[config.mk]
export PLATFORM = sky130hd
export DESIGN_NAME = screen_mem_arbiter
export DESIGN_NICKNAME = d
export VERILOG_FILES = /design/src/rtl/screen_pkg.sv /design/src/rtl/screen_mem_arbiter.sv
export SDC_FILE = /design/constraint.sdc
export NUM_CORES = 1
export LEC_CHECK = 0
export ABC_AREA = 1
export CORE_UTILIZATION = 33
export CTS_BUF_LIST = sky130_fd_sc_hd__clkbuf_4 sky130_fd_sc_hd__clkbuf_8 sky130_fd_sc_hd__clkbuf_16
export DETAILED_ROUTE_END_ITERATION = 8
export PLACE_DENSITY = 0.77
export SKIP_LAST_GASP = 1
export SYNTH_ARGS = -nofsm -noshare
export SYNTH_HDL_FRONTEND = slang
export SYNTH_SLANG_ARGS = --single-unit
[constraint.sdc]
create_clock -name clk -period 2.3 [get_ports clk]
set_input_delay 0.345 -clock clk [delete_from_list [all_inputs] [get_ports clk]]
set_output_delay 0.345 -clock clk [all_outputs]
set_load 0.05 [all_outputs]
[src/rtl/screen_pkg.sv]
// Shared definitions for the screen memory path: default geometry and arbiter owner states.
// Latency: n/a (package only).
// Backpressure: n/a (package only).
package screen_pkg;

  // 512x256 monochrome frame = 8192 words of 16 bits
  localparam int SCREEN_ADDR_W       = 13;
  localparam int SCREEN_DATA_W       = 16;
  localparam int SCREEN_STARVE_LIMIT = 3;

  // Owner of the memory access issued in a cycle
  typedef enum logic [1:0] {
    IDLE = 2'd0,
    VID  = 2'd1,
    CPU  = 2'd2
  } owner_t;

endpackage

[src/rtl/screen_mem_arbiter.sv]
// Shares one single-port screen RAM between a held CPU request and one-cycle video fetch pulses.
// Latency: access issued combinationally in the grant cycle; cpu_ack / vid_valid one cycle later.
// Backpressure: CPU waits (req held) behind video up to STARVE_LIMIT cycles; video has a 1-deep pending slot, overrun sets sticky vid_ovf.
module screen_mem_arbiter
  import screen_pkg::*;
#(
  parameter int ADDR_W       = SCREEN_ADDR_W,
  parameter int DATA_W       = SCREEN_DATA_W,
  parameter int STARVE_LIMIT = SCREEN_STARVE_LIMIT
) (
  input  logic              clk,
  input  logic              rst,
  input  logic              cpu_req,
  input  logic              cpu_we,
  input  logic [ADDR_W-1:0] cpu_addr,
  input  logic [DATA_W-1:0] cpu_wdata,
  output logic              cpu_ack,
  output logic [DATA_W-1:0] cpu_rdata,
  input  logic              vid_req,
  input  logic [ADDR_W-1:0] vid_addr,
  output logic              vid_valid,
  output logic [DATA_W-1:0] vid_rdata,
  output logic              vid_ovf,
  output logic              mem_en,
  output logic              mem_we,
  output logic [ADDR_W-1:0] mem_addr,
  output logic [DATA_W-1:0] mem_wdata,
  input  logic [DATA_W-1:0] mem_rdata
);

  localparam int CNT_W = (STARVE_LIMIT < 1) ? 1 : $clog2(STARVE_LIMIT + 1);
  localparam logic [CNT_W-1:0] LIMIT = CNT_W'(STARVE_LIMIT);

  owner_t              state_q, state_d;
  logic                vid_pend_q, vid_pend_d;
  logic [ADDR_W-1:0]   vid_pend_addr_q, vid_pend_addr_d;
  logic                cpu_busy_q, cpu_busy_d;
  logic [CNT_W-1:0]    starve_q, starve_d;
  logic                vid_ovf_q, vid_ovf_d;
  logic                cpu_pend;
  logic                vid_want;

  // Owner register: remembers who used the RAM this cycle so the read data can be routed next cycle
  always_ff @(posedge clk) begin
    if (rst) state_q <= IDLE;
    else     state_q <= state_d;
  end

  // Arbitration, RAM drive, response routing and next values of the bookkeeping registers
  always_comb begin
    state_d         = IDLE;
    mem_en          = 1'b0;
    mem_we          = 1'b0;
    mem_addr        = '0;
    mem_wdata       = '0;
    vid_pend_d      = vid_pend_q;
    vid_pend_addr_d = vid_pend_addr_q;
    cpu_busy_d      = cpu_busy_q;
    starve_d        = starve_q;
    vid_ovf_d       = vid_ovf_q;

    // Responses for last cycle's access; a reset cycle drops them
    cpu_ack   = (state_q == CPU) && !rst;
    cpu_rdata = cpu_ack ? mem_rdata : '0;
    vid_valid = (state_q == VID) && !rst;
    vid_rdata = vid_valid ? mem_rdata : '0;

    if (cpu_ack) cpu_busy_d = 1'b0;

    cpu_pend = cpu_req && !cpu_busy_q && !rst;
    vid_want = (vid_pend_q || vid_req) && !rst;

    if (cpu_pend && (starve_q >= LIMIT)) state_d = CPU;
    else if (vid_want)                   state_d = VID;
    else if (cpu_pend)                   state_d = CPU;

    case (state_d)
      VID: begin
        mem_en     = 1'b1;
        // A fresh pulse supersedes the older pending fetch: the newest scanout address is the useful one
        mem_addr   = vid_req ? vid_addr : vid_pend_addr_q;
        vid_pend_d = 1'b0;
      end
      CPU: begin
        mem_en     = 1'b1;
        mem_we     = cpu_we;
        mem_addr   = cpu_addr;
        mem_wdata  = cpu_wdata;
        cpu_busy_d = 1'b1;
      end
      default: ;
    endcase

    // Park a fetch that could not be served this cycle
    if (vid_req && !rst && (state_d != VID)) begin
      vid_pend_d      = 1'b1;
      vid_pend_addr_d = vid_addr;
    end

    // Any new pulse landing on an unserved pending fetch loses one of them
    if (vid_req && vid_pend_q && !rst) vid_ovf_d = 1'b1;

    if (cpu_pend && (state_d != CPU))
      starve_d = (starve_q >= LIMIT) ? LIMIT : starve_q + 1'b1;
    else
      starve_d = '0;
  end

  // Bookkeeping registers
  always_ff @(posedge clk) begin
    if (rst) begin
      vid_pend_q      <= 1'b0;
      vid_pend_addr_q <= '0;
      cpu_busy_q      <= 1'b0;
      starve_q        <= '0;
      vid_ovf_q       <= 1'b0;
    end else begin
      vid_pend_q      <= vid_pend_d;
      vid_pend_addr_q <= vid_pend_addr_d;
      cpu_busy_q      <= cpu_busy_d;
      starve_q        <= starve_d;
      vid_ovf_q       <= vid_ovf_d;
    end
  end

  assign vid_ovf = vid_ovf_q;

endmodule

==> summary.txt <==
Timing
  • Fmax: 445 MHz
  • Final Hold Vio Count: 0
  • Worst Skew: 0.000740 ns
  • Minimum clock period: 2.25 ns
  • Crit share post-route: 0.978
  • Hold WS: 0.472 ns
  • Final WS setup: 0.0505 ns
  • Final Setup Violations: 0
  • Setup TNS: 0 ns
  • Fin. max-slew vios: 0
  • Rel. slew slack: 0.663
  • Worst-Margin Slew: 0.503 ns

Die
  • Rows: 25
  • Die area: 5140 um2
  • Die width: 71.7 um
  • Core Region: 4690 um2
  • Initial Util: 0.342
  • Die height: 71.7 um
  • Top Ports: 129

Pwr
  • Maximum vdd ir drop: 0.257 mV
  • Cell Pwr Density: 352 nW/um2
  • Power Total: 1.37 mW
  • Static leakage: 1.91 nW

Synthesis
  • Syn_nets: 359
  • Yosys synthesis warning count: 0
  • Unique masters post-synth: 20
  • Post-Syn Area: 1600 um2
  • Synthesized area per cell: 5.47 um2
  • Sequential area share after synthesis: 0.250
  • Synth area leaders: dfxtp_1, nand2_1, inv_1
  • Synth Register Bits: 20
  • Post-Syn Instances: 293
  • Area leader, netlist: dfxtp_1
  • Share of the synthesized area in the top cell type: 0.250

Layout
  • Post-route non-filler standard cell count: 484
  • # fillers: 271
  • Commonest cells after routing, fill and taps aside: nand2_1, inv_1, buf_12, clkdlybuf4s50_1, nor2_1
  • P&R area growth vs syn: 142%
  • Share of layout cells above drive strength 1: 0.288
  • Flip-flop and latch area: 400 um2
  • Antenna cells: 0
  • Fin nets: 497
  • Most common cell after layout, fill and taps aside: nand2_1
  • Area of the multi-input gates: 933 um2

Placed design
  • Port Buffer Count: 128
  • Dpl hpwl: 5010 um
  • Setup WS pre-CTS: -0.304 ns
  • Final GP Congestion: 0.813
  • Placed cells: 473

Critical path
  • Critical path buffers and inverters: 4
  • Crit path top cell by count: buf_12
  • Slowest CP cell: dfxtp_1
  • Critical Path AT: 1.90 ns
  • Critical path required time: 1.96 ns
  • Worst-path cell chain: nand2_1 > inv_2 > o21ai_4 > buf_4 > ha_4 > buf_12 > nand3_1 > a21oi_2 > buf_12
  • CP Class: reg2out
  • Max FO, Critical Path: 13
  • CP max stage delay: 0.34 ns
  • Family with the most delay on the worst path: buffers and inverters
  • CP startpoint kind: flip-flop
  • CP Capture Type: output port

Global routing
  • GR Overflow Total: 0
  • Largest net degree at the start of global routing: 19
  • Initial antenna violation count: 0
  • Gr usage total: 0.247
  • First-pass GRT wire length: 10000 um
  • Vias in the first global route: 2187

Route
  • Drt total wl: 6860 um
  • Antenna Nets Post-Route: 0
  • Avg WL per Cell: 14.2 um
  • Via density: 4.63
  • Drt drc: 0
  • DR pass1 iterations: 5
  • Via count: 2242
  • DRT iter0 DRCs: 120

Worst hold path
  • HP Class: reg2reg

Clock tree
  • CTS sink cnt: 20
  • H-Tree Depth: 1
  • Clk root buf: clkbuf_8
  • Worst-skew pair later-pin latency: 0.26 ns
  • CTS clk-pin slew, worst paths: 0.07 ns
  • Max Root-Sink Buffers: 2
  • CTS buffer count: 3
  • CTS tree: yes

Flow run
  • Maxcap violations: 0

Status
  • Status: completed
cell usage after synthesis:
cell	instances
a21oi_1	30
a21oi_2	1
buf_2	7
buf_4	2
buf_6	3
clkbuf_1	1
dfxtp_1	20
ha_1	3
inv_1	77
inv_2	5
inv_4	1
nand2_1	84
nand2_2	2
nand2_4	1
nand3_1	13
nand3_4	1
nor2_1	37
nor2_4	2
o21ai_0	1
o21ai_2	2
stage by stage:
| step | instance area, um2 | util |
|---|---|---|
| floorplan | 1600 | - |
| global placement | 3640 | 0.775 |
| detailed placement | 3640 | 0.775 |
| CTS | 3770 | 0.804 |
| global route | 3880 | 0.827 |
| finish | 3880 | 0.827 |
layout make-up:
class / count / share of cell area
inverters: 83 / 0.0810
well taps: 54 / 0.0174
repair buffers: 146 / 0.544
flip-flops and latches: 20 / 0.103
clock buffers: 4 / 0.0142
multi-input cells: 177 / 0.241
cells by family after synthesis:
logic type               count (synthesis)  synth area share
AND/OR/NAND/NOR                        140             0.363
flip-flops                              20             0.250
buffers and inverters                   96             0.250
adder cells (fa/ha/maj)                  3            0.0234
AO/OA/AOI/OAI                           34             0.113
what timing repair did:
item	4_1_cts	5_1_grt
setup endpoints to repair	14	13
gates resized for setup	22	15
hold buffers	0	0
setup buffers	1	6
pin swaps	11	8
worst min-delay path, stage by stage (launching register included):
cell	delay (ns)
dfxtp_1	0.32
nand2_1	0.06
a21oi_1	0.05
state kept, by name (all words and copies together) (netlist names):
register and count:
vid_pend_addr_q 13, starve_q 2, state_q 2, cpu_busy_q 1
vid_ovf 1, vid_pend_q 1
routing by layer:
| metal | share of wire | GRT usage |
|---|---|---|
| met5 | 0 | 0 |
| met4 | 0.0099 | 0.0719 |
| met3 | 0.079 | 0.0394 |
| met2 | 0.54 | 0.486 |
| met1 | 0.38 | 0.268 |
report_power, final:
group / switching [mW] / internal [mW] / total (mW)
combinational: 0.371 / 0.338 / 0.709
clock: 0.118 / 0.152 / 0.270
sequential: 0.0136 / 0.372 / 0.386
total: 0.502 / 0.863 / 1.37
final timing paths:
| path | startpoint | end | slack [ns] | cells past startpoint |
|---|---|---|---|---|
| worst max-delay path | starve_q[0] | mem_addr[0] | 0.05 | 9 |
| worst min-delay path | vid_pend_addr_q[5] | vid_pend_addr_q[5] | 0.47 | 2 |
| worst max register to register | vid_pend_q | vid_pend_addr_q[11] | 0.47 | 11 |
| worst min register to register | vid_pend_addr_q[5] | vid_pend_addr_q[5] | 0.47 | 2 |
Note: power is estimated with default switching activity, not from simulation.
==> edit 1: new RTL, same flow settings <==
Change the package constant `SCREEN_ADDR_W` from 13 to 12.
--- a/src/rtl/screen_pkg.sv
+++ b/src/rtl/screen_pkg.sv
@@ -4,7 +4,7 @@
 package screen_pkg;
 
   // 512x256 monochrome frame = 8192 words of 16 bits
-  localparam int SCREEN_ADDR_W       = 13;
+  localparam int SCREEN_ADDR_W       = 12;
   localparam int SCREEN_DATA_W       = 16;
   localparam int SCREEN_STARVE_LIMIT = 3;
 
Interface: changed (resized cpu_addr, mem_addr and vid_addr); port bits go from 129 to 126. The function was not compared with the original's and may differ.
==> edit 1 against the original RTL <==
First-iteration DRC count fell by 39%; sequential cell count fell by 1; sequential share of layout area fell by 0.53 points; the run now ends with negative setup slack left; worst setup slack got worse by 0.068 ns; clock skew barely moved; routed wire length rose by 7.8%; total power fell by 0.66%; design area rose by 0.48%; final cell count fell by 2.1%; combinational power rose by 4.7%; count of clock-buffer cells in the layout fell by 1; synthesized cell count fell by 3.8%; critical path depth did not move; area after synthesis fell by 0.70%; critical endpoint is now mem_addr[6].
==> edit 1: results (changes against the original RTL) <==
- Worst Reg2Reg Path Length in Cells: 12 (+1)
- Initial DRC Count: 73 (-39%)
- Seq_cells: 19 (-5.0%)
- Timing endpoint of the critical path: mem_addr[6]
- Setup slack of the worst register-to-register path: 0.40 ns (-0.07 ns)
- Post-Place Setup Slack: -0.273 ns (+0.0310 ns)
- Max rail drop VDD: 0.308 mV (+20%)
- Failing checks: negative setup slack
- Detailed-route wire length: 7390 µm (+7.8%)
- Switching fraction of total power: 0.388 (+0.0196)
- Number of combinational gates with multiple inputs: 170 (-4.0%)
- First-pass GRT wire length: 10900 µm (+8.7%)
- Worst-path fanout max: 6 (-7)
- Hold Path Sink: vid_pend_addr_q[2]$_SDFFE_PP0P_
- Clock buf/inv share: 0.0119 (-0.00232)
- Combined area of the multi-input logic cells: 967 µm² (+3.6%)
- IO Port Bufs: 125 (-2.3%)
- Synthesized-area fraction occupied by ao, oa, aoi and oai cells: 0.123 (+0.00944)
- Number of global-route vias before repair: 2354 (+7.6%)
- Finish-stage setup viols: 1 (+1)
- Flip-flop and latch area: 382 µm² (-4.7%)
- Gr usage total: 0.275 (+0.0282)
- Run status: finished with violations
- Detailed-routing wirelength on met1: 2590 µm (+0.47%)
- Global routing usage on met2: 0.529 (+0.0427)
- Inverters excl. clock: 80 (-3.6%)
- Leakage dissipation: 1.90 nW (-0.29%)
- DR WL met3: 651 µm (+20%)
- Top post-synthesis cells by area: sky130_fd_sc_hd__dfxtp_1 24%, sky130_fd_sc_hd__inv_1 18%, sky130_fd_sc_hd__nand2_1 18%
- Fin worst setup slack: -0.0175 ns (-0.0680 ns)
- Layout filler cell count: 231 (-15%)
edit 1: cell types whose count changed after synthesis, moves of 2 or more:
| cell | before | now |
|---|---|---|
| sky130_fd_sc_hd__a21oi_1 | 30 | 17 |
| sky130_fd_sc_hd__nand2_2 | 2 | 5 |
| sky130_fd_sc_hd__nand2_1 | 84 | 75 |
| sky130_fd_sc_hd__nor3_1 | 0 | 3 |
| sky130_fd_sc_hd__inv_2 | 5 | 2 |
| sky130_fd_sc_hd__buf_2 | 7 | 5 |
| sky130_fd_sc_hd__a21oi_2 | 1 | 11 |
edit 1: through the flow:
stage                     power (mW)  TNS, ns  area (µm²)  std cells   util
final                           1.36  -0.0175        3900        474  0.865
after global routing            1.40   -0.182        3900        474  0.865
after CTS                       1.31        0        3840        471  0.853
after detailed placement        1.02    -3.65        3580        460  0.795
after global placement          1.01    -2.15        3580        460  0.795
after floorplan                0.686    -1.39        1590        282      -
==> edit 2: new RTL, same settings <==
Without the edit above. Put one more register stage on the output `vid_ovf`, with the module's reset. The value now appears one clock later. The other outputs are not delayed to match. Comments in the files are not updated.
--- a/src/rtl/screen_mem_arbiter.sv
+++ b/src/rtl/screen_mem_arbiter.sv
@@ -123,7 +123,13 @@
     end
   end
 
-  assign vid_ovf = vid_ovf_q;
+  always_ff @(posedge clk) begin
+    if (rst) begin
+      vid_ovf <= '0;
+    end else begin
+      vid_ovf <= vid_ovf_q;
+    end
+  end
 
 endmodule
 
Formal check against the unedited RTL: not equivalent (Yosys sat finds a counterexample within 10 cycles, from zero or initial values and one cycle with rst high).
==> edit 2 against the original RTL <==
Global-route usage down 1.2 points; synthesized cell count down 7.5%; design area up 2.7%; sequential cell count is 1 higher; routed wire length fell by 9.0%; area after synthesis rose by 2.0%; critical path type is now in -> out; worst setup slack improved by 0.017 ns; total power is 0.68% lower.
==> edit 2: results (changes against the original RTL) <==
- Run status: complete, no violations
- Leakage dissipation: 1.85 nW (-3.1%)
- Setup slack of the worst register-to-register path: 0.54 ns (+0.07 ns)
- Avg Cell Area, Syn: 6.04 µm² (+10%)
- Initial DRC Count: 80 (-33%)
- Worst-path fanout max: 4 (-9)
- Detailed-route wire length: 6240 µm (-9.0%)
- Final weighted congestion in routability-driven placement: 0.762 (-6.3%)
- Top post-synthesis cells by area: sky130_fd_sc_hd__dfxtp_1 26%, sky130_fd_sc_hd__inv_1 16%, sky130_fd_sc_hd__nand2_1 14%
- Post-synthesis adder-cell area fraction: 0.0229 (-0.000465)
- Fin worst setup slack: 0.0675 ns (+0.0170 ns)
- Non-filler instance count after layout: 475 (-1.9%)
- Seq/Total Area, Yosys: 0.257 (+0.00727)
- Synthesized-area fraction occupied by ao, oa, aoi and oai cells: 0.138 (+0.0253)
- Worst setup path start: rst
- Max rail drop VDD: 0.298 mV (+16%)
- DP Area: 3730 µm² (+2.5%)
- Number of different library cells in the post-synthesis netlist: 23 (+15%)
- Share of cells above drive strength 1: 0.346 (+0.0572)
- Post-Place Setup Slack: -0.290 ns (+0.0136 ns)
- Number of nets in the synthesized netlist: 337 (-6.1%)
- Final net count: 475 (-4.4%)
- Layout filler cell count: 290 (+7.0%)
- Slowest-stage cell, CP: sky130_fd_sc_hd__dlygate4sd2_1
- Worst Clk Skew: 0.00453 ns (+0.00379 ns)
- Synth top cells by count: 71 x sky130_fd_sc_hd__inv_1, 60 x sky130_fd_sc_hd__nand2_1, 37 x sky130_fd_sc_hd__nor2_1
- Capture instance of the worst register-to-register path: vid_pend_addr_q[10]$_SDFFE_PP0P_
- Measured slew at the worst slew-check pin: 0.516 ns (+0.0130 ns)
==> edit 2: cell count changes after synthesis, sizes merged <==
cell	change
o21ai	+13
dfxtp	+1
nor2	-1
nand3b	+1
nand3	+13
inv	-10
a21oi	-13
nand2	-26
==> edit 2: worst register-to-register path, cell delays in order (launching register included) <==
cell	delay (ns)
sky130_fd_sc_hd__dfxtp_1	0.33
sky130_fd_sc_hd__o21ai_2	0.28
sky130_fd_sc_hd__o21ai_4	0.10
sky130_fd_sc_hd__buf_4	0.15
sky130_fd_sc_hd__ha_4	0.17
sky130_fd_sc_hd__buf_12	0.14
sky130_fd_sc_hd__nand3b_4	0.18
sky130_fd_sc_hd__buf_12	0.17
sky130_fd_sc_hd__nand3_1	0.09
sky130_fd_sc_hd__o21ai_2	0.06
==> edit 2: worst min-delay path by stage <==
| stage | start | end | slack [ns] | depth (start not counted) |
|---|---|---|---|---|
| detailed placement | vid_ovf_q$_SDFFE_PP0P_ | vid_ovf$_SDFF_PP0_ | 0.44 | 2 |
| global placement | vid_ovf_q$_SDFFE_PP0P_ | vid_ovf$_SDFF_PP0_ | 0.42 | 2 |
| floorplan | vid_ovf_q$_SDFFE_PP0P_ | vid_ovf$_SDFF_PP0_ | 0.41 | 2 |
| global route | vid_ovf_q$_SDFFE_PP0P_ | vid_ovf$_SDFF_PP0_ | 0.45 | 2 |
| CTS | vid_ovf_q$_SDFFE_PP0P_ | vid_ovf$_SDFF_PP0_ | 0.43 | 2 |
| finish | vid_ovf_q$_SDFFE_PP0P_ | vid_ovf$_SDFF_PP0_ | 0.43 | 2 |
==> edit 2: power breakdown <==
group | internal [mW] | switching (mW) | total [mW]
Clock | 0.121 | 0.121 | 0.242
Combinational | 0.344 | 0.364 | 0.708
Sequential | 0.389 | 0.0169 | 0.406
Total | 0.854 | 0.502 | 1.36
==> edit 2: layout make-up <==
| type | count | area [µm²] | share of cell area |
|---|---|---|---|
| repair buffers | 146 | 2130 | 0.534 |
| multi-input cells | 164 | 1030 | 0.258 |
| flip-flops and latches | 21 | 420 | 0.106 |
| inverters | 73 | 277 | 0.0694 |
| well taps | 67 | 83.8 | 0.0210 |
| clock buffers | 3 | 41.3 | 0.0104 |
| clock inverters | 1 | 5.00 | 0.00126 |
==> edit 2: routing by layer <==
layer	part of all wire	track usage	wire (µm)	vias to the layer above
met5	0	0	0	-
met4	0.013	0.0458	78	0
met3	0.058	0.0417	362	11
met2	0.56	0.475	3490	79
met1	0.37	0.251	2310	977
li1	-	-	-	1070
==> edit 2: repair_timing <==
| action | 4_1_cts | 5_1_grt |
|---|---|---|
| pin swaps | 4 | 6 |
| setup endpoints to repair | 31 | 14 |
| buffers inserted | 0 | 2 |
| gates resized for setup | 34 | 10 |
| hold buffers | 0 | 0 |
